`config.mk`:
```
export PLATFORM = sky130hd
export DESIGN_NAME = procyon_fifo_reader
export DESIGN_NICKNAME = d
export VERILOG_FILES = /design/src/rtl/procyon_fifo_reader.sv
export SDC_FILE = /design/constraint.sdc
export NUM_CORES = 1
export LEC_CHECK = 0
export BUFFER_PORTS_ARGS = -buffer_cell sky130_fd_sc_hd__buf_2
export CELL_PAD_IN_SITES_DETAIL_PLACEMENT = 2
export CELL_PAD_IN_SITES_GLOBAL_PLACEMENT = 2
export CORE_ASPECT_RATIO = 0.5
export CORE_MARGIN = 2
export CORE_UTILIZATION = 30
export CTS_CLUSTER_SIZE = 16
export DETAILED_ROUTE_END_ITERATION = 8
export PLACE_DENSITY = 0.76
export SLEW_MARGIN = 0
export SYNTH_ARGS = -nofsm -noshare
export SYNTH_HDL_FRONTEND = slang
export SYNTH_SLANG_ARGS = --single-unit
```
`constraint.sdc`:
```
create_clock -name clk -period 2.1 [get_ports clk]
set_input_delay 0.105 -clock clk [delete_from_list [all_inputs] [get_ports clk]]
set_output_delay 0.105 -clock clk [all_outputs]
set_load 0.01 [all_outputs]
```
`src/rtl/procyon_fifo_reader.sv`:
```
// Read-side adapter from a synchronous FIFO to a ready/valid stream through a small skid buffer.
// Optional stall counter is enabled by defining PROCYON_FIFO_READER_PERF_EN.
module procyon_fifo_reader #(
  parameter int unsigned OPTN_DATA_WIDTH = 8,
  parameter int unsigned OPTN_SKID_DEPTH = 2
) (
  input  logic                       clk,
  input  logic                       n_rst,
  input  logic                       i_flush,
  output logic                       o_fifo_ack,
  input  logic [OPTN_DATA_WIDTH-1:0] i_fifo_data,
  input  logic                       i_fifo_valid,
  output logic [OPTN_DATA_WIDTH-1:0] o_data,
  output logic                       o_valid,
  input  logic                       i_ready
`ifdef PROCYON_FIFO_READER_PERF_EN
  ,
  output logic [15:0]                o_stall_count
`endif
);

  localparam int unsigned PTR_W = (OPTN_SKID_DEPTH > 1) ? $clog2(OPTN_SKID_DEPTH) : 1;
  localparam int unsigned CNT_W = $clog2(OPTN_SKID_DEPTH + 1);
  localparam int unsigned OCC_W = CNT_W + 1;

  logic [CNT_W-1:0]           count;
  logic [PTR_W-1:0]           head;
  logic [PTR_W-1:0]           tail;
  logic                       inflight;
  logic [OPTN_DATA_WIDTH-1:0] mem [OPTN_SKID_DEPTH];

  logic                       pop;
  logic                       capture;
  logic [OCC_W-1:0]           occupancy;

  assign pop       = o_valid & i_ready;
  assign capture   = inflight & ~i_flush;
  // Words already committed to the buffer once this cycle's pop is taken out.
  assign occupancy = OCC_W'(count) + OCC_W'(inflight) - OCC_W'(pop);

  // Reset gates the ack directly so it drops the moment n_rst falls.
  assign o_fifo_ack = n_rst & i_fifo_valid & ~i_flush
                    & (occupancy < OCC_W'(OPTN_SKID_DEPTH));

  assign o_valid = (count != '0);
  assign o_data  = mem[head];

  // Control state: occupancy, pointers and the one outstanding read.
  always_ff @(posedge clk or negedge n_rst) begin
    if (!n_rst) begin
      count    <= '0;
      head     <= '0;
      tail     <= '0;
      inflight <= 1'b0;
    end else if (i_flush) begin
      count    <= '0;
      head     <= '0;
      tail     <= '0;
      inflight <= 1'b0;
    end else begin
      inflight <= o_fifo_ack;
      count    <= count + CNT_W'(capture) - CNT_W'(pop);
      if (capture) tail <= tail + PTR_W'(1);
      if (pop)     head <= head + PTR_W'(1);
    end
  end

  // Data storage carries no reset; contents are only observed behind o_valid.
  always_ff @(posedge clk) begin
    if (capture) mem[tail] <= i_fifo_data;
  end

`ifdef PROCYON_FIFO_READER_PERF_EN
  // Saturating count of cycles where downstream holds off valid data.
  always_ff @(posedge clk or negedge n_rst) begin
    if (!n_rst) begin
      o_stall_count <= '0;
    end else if (i_flush) begin
      o_stall_count <= '0;
    end else if (o_valid && !i_ready && (o_stall_count != 16'hFFFF)) begin
      o_stall_count <= o_stall_count + 16'd1;
    end
  end
`endif

endmodule

```
==> results.md <==
- Detailed-route DRC error count: 0
- # diodes: 0
- Critical Path Start Type: register
- Post-synthesis sequential area ratio: roughly 67%
- Clock buffer depth: 2
- CP max FO: 2
- Fmax: 449 MHz
- CTS tree: built
- First-pass GRT wire length: between 3000 and 4000 µm
- Initial Utilization: 33.1%
- Leakage power: 0.500 nW
- Netlist cell types: 17
- Switch Pwr: 0.303 mW
- Req. time, crit path: about 2.0 ns
- H-Tree Level Count: 1
- Final Skew: around 0.0015 ns
- Worst slew pin tran: 0.707 ns
- Initial detailed-routing violation count: 14
- Cts bufs inserted: 3
- Combinational share of power: between 20% and 30%
- Post-Syn Nets: between 70 and 80
- Drt wl/cell: approximately 16 µm
- YS warnings: 0
- Sequential share of power: 46.3%
- Standard-cell rows: 13
- Min Clock Period, post-route: approximately 2.2 ns
- Total core area: 2720 µm²
- Vias/cell: ~4.5
- Layout cells sized above 1: about two fifths
- Finished Cell Area: approximately 1200 µm²
- Dpl hpwl: 1420 µm
- Grt total ovfl: 0
- Final Setup Violations: 1
- Vias in the first global route: approximately 620
- CTS clock-pin slew for the worst setup and hold paths: around 0.080 ns
- Clock power frac: about a quarter
- Final worst path period share: 106%
- Setup ws final: -0.125 ns
- Slew HR: 52.7%
- Total Wirelength: 1950 µm
- Final TNS setup: -0.125 ns
- I/O Pins: 23
- Number of nets in the final layout: 105
- DIE WIDTH: 81.4 µm
- Post-DP Area: between 1000 and 1500 µm²
- Clock Latency Late Sink: around 0.26 ns
- Final Wtd Congestion: ~0.79
- Final hold viol count: 0
- Critical path type: reg2out
- DRT Pass-1 Iters: 2
- Port Buffer Count: 22
- Clock root buffer: clkbuf_8
- Hold WC Path Type: in2reg
- Die height: roughly 43 µm
- Most common cell after layout, fill and taps aside: buf_2
- RSZ-0062 raised after global routing: yes
- Clk sinks: 21
- Slew Limit Fails: 0
- Sw Share: between 20% and 30%
- Failing checks: setup timing
- Mapped cell area: ~900 µm²
- P per Cell Area: about 940 nW/µm²
- Critical Path End Type: output port
- Most frequent cells in the layout: 22 x buf_2, 16 x edfxtp_1, 8 x mux2_1
- Pin count of the biggest net entering global routing: 12
- P&R area growth vs syn: 30.2%
- Maxcap violations: 0
- Avg Inst Size Synth: 16.4 µm²
- Die ar.: 3480 µm²
- WP data arrival: roughly 2.1 ns
- P_int: about 0.8 mW
- Routed Antenna Nets: 0
- #FFs+latches synth: 21
- Worst vdd ir: approximately 0.34 mV
- Routed vias: ~550
- Initial antenna violation count: 0
- Mapped Cells: 55
- Status: finished with violations
- Tot GR Track Use: between 10% and 20%
- FF-to-FF setup slack: roughly 0.29 ns
-- what timing repair did --
| action | in CTS | in global routing |
|---|---|---|
| gates resized for setup | 2 | 0 |
| buffers inserted | 3 | 2 |
| endpoints found under the setup margin | 1 | 1 |
| hold buffers | 1 | 0 |
| endpoints found under the hold margin | 5 | 0 |
| pin swaps | 4 | 4 |
-- cell usage after synthesis --
library cell	count	share of area (%)
buf_2	1	0.56
dfrtp_1	5	14
edfxtp_1	16	53
fa_1	1	2.2
ha_1	3	4.2
inv_1	3	1.3
mux2_1	8	10
mux2_4	1	1.7
nand2b_1	2	1.4
nand4b_1	1	0.97
nor2_1	7	2.9
nor2b_1	2	1.4
o21a_2	1	0.97
or2_1	1	0.70
xnor2_1	1	0.97
xnor3_1	1	2.5
xor2_1	1	0.97
-- cell type report --
cell class / instances / area (µm²)
Tap cell: 37 / 46.3
Fill cell: 272 / 1550
Multi-Input combinational cell: 30 / 298
Timing Repair Buffer: 29 / 165
Inverter: 3 / 11.3
Sequential cell: 21 / 606
Clock buffer: 4 / 45.0
-- layer usage --
metal	vias up	routed length, µm	part of all wire, %	GRT usage (%)
met2	10	1090	56	25.2
met5	-	0	0	0
met4	0	22	1.1	4.07
met3	2	65	3.3	4.04
li1	258	-	-	-
met1	282	769	39	14.1
-- path summary, 6_finish.rpt --
check / start / end / cells after the start
worst max-delay path: count[1] / o_fifo_ack / 7
worst min-delay path: i_fifo_data[2] / mem[1][2] / 1
worst max register to register: count[1] / inflight / 6
worst min register to register: tail / tail / 2
max in group asynchronous: n_rst / tail / 2
min in group asynchronous: n_rst / head / 2
-- stage by stage --
step	hold WS (ns)	total power, mW	worst slack, ns	instances	utilization (%)
6_report	0.0336	1.10	-0.125	124	43.1
5_1_grt	0.0210	1.17	-0.234	124	43.1
4_1_cts	0.0310	1.09	-0.136	122	42.6
3_5_place_dp	-0.0580	0.788	0.0774	114	39.0
3_3_place_gp	-0.0644	0.761	0.137	114	39.0
2_1_floorplan	-0.191	0.687	0.155	55	-
-- sequential cells by signal, indices dropped and copies added, names as in the netlist --
name,count
count,2
head,1
tail,1
inflight,1
mem,16
-- power groups by stage --
stage          clock [mW]  combinational (mW)  sequential (mW)
3_3_place_gp            0               0.243            0.518
5_1_grt             0.288               0.363            0.519
4_1_cts             0.270               0.312            0.511
6_report            0.266               0.326            0.511
3_5_place_dp            0               0.264            0.524
2_1_floorplan           0               0.181            0.506
-- critical path, stage by stage, from the launching register on --
cell	delay (ns)
dfrtp_1	0.39
o21a_2	0.24
ha_4	0.21
nand2b_4	0.13
fa_1	0.51
nand4b_1	0.13
nor2_1	0.12
buf_2	0.13
-- cell families (layout without fill, tap and decap cells) --
kind of cell / after synthesis / after routing / synth area share, %
adder cells (fa/ha/maj): 4 / 4 / 6.40
multiplexers: 9 / 9 / 11.7
AND/OR/NAND/NOR: 13 / 13 / 7.37
buffers and inverters: 4 / 36 / 1.81
AO/OA/AOI/OAI: 1 / 1 / 0.974
XOR/XNOR: 3 / 3 / 4.45
flip-flops: 21 / 21 / 67.3
(Power assumes the default switching activity.)
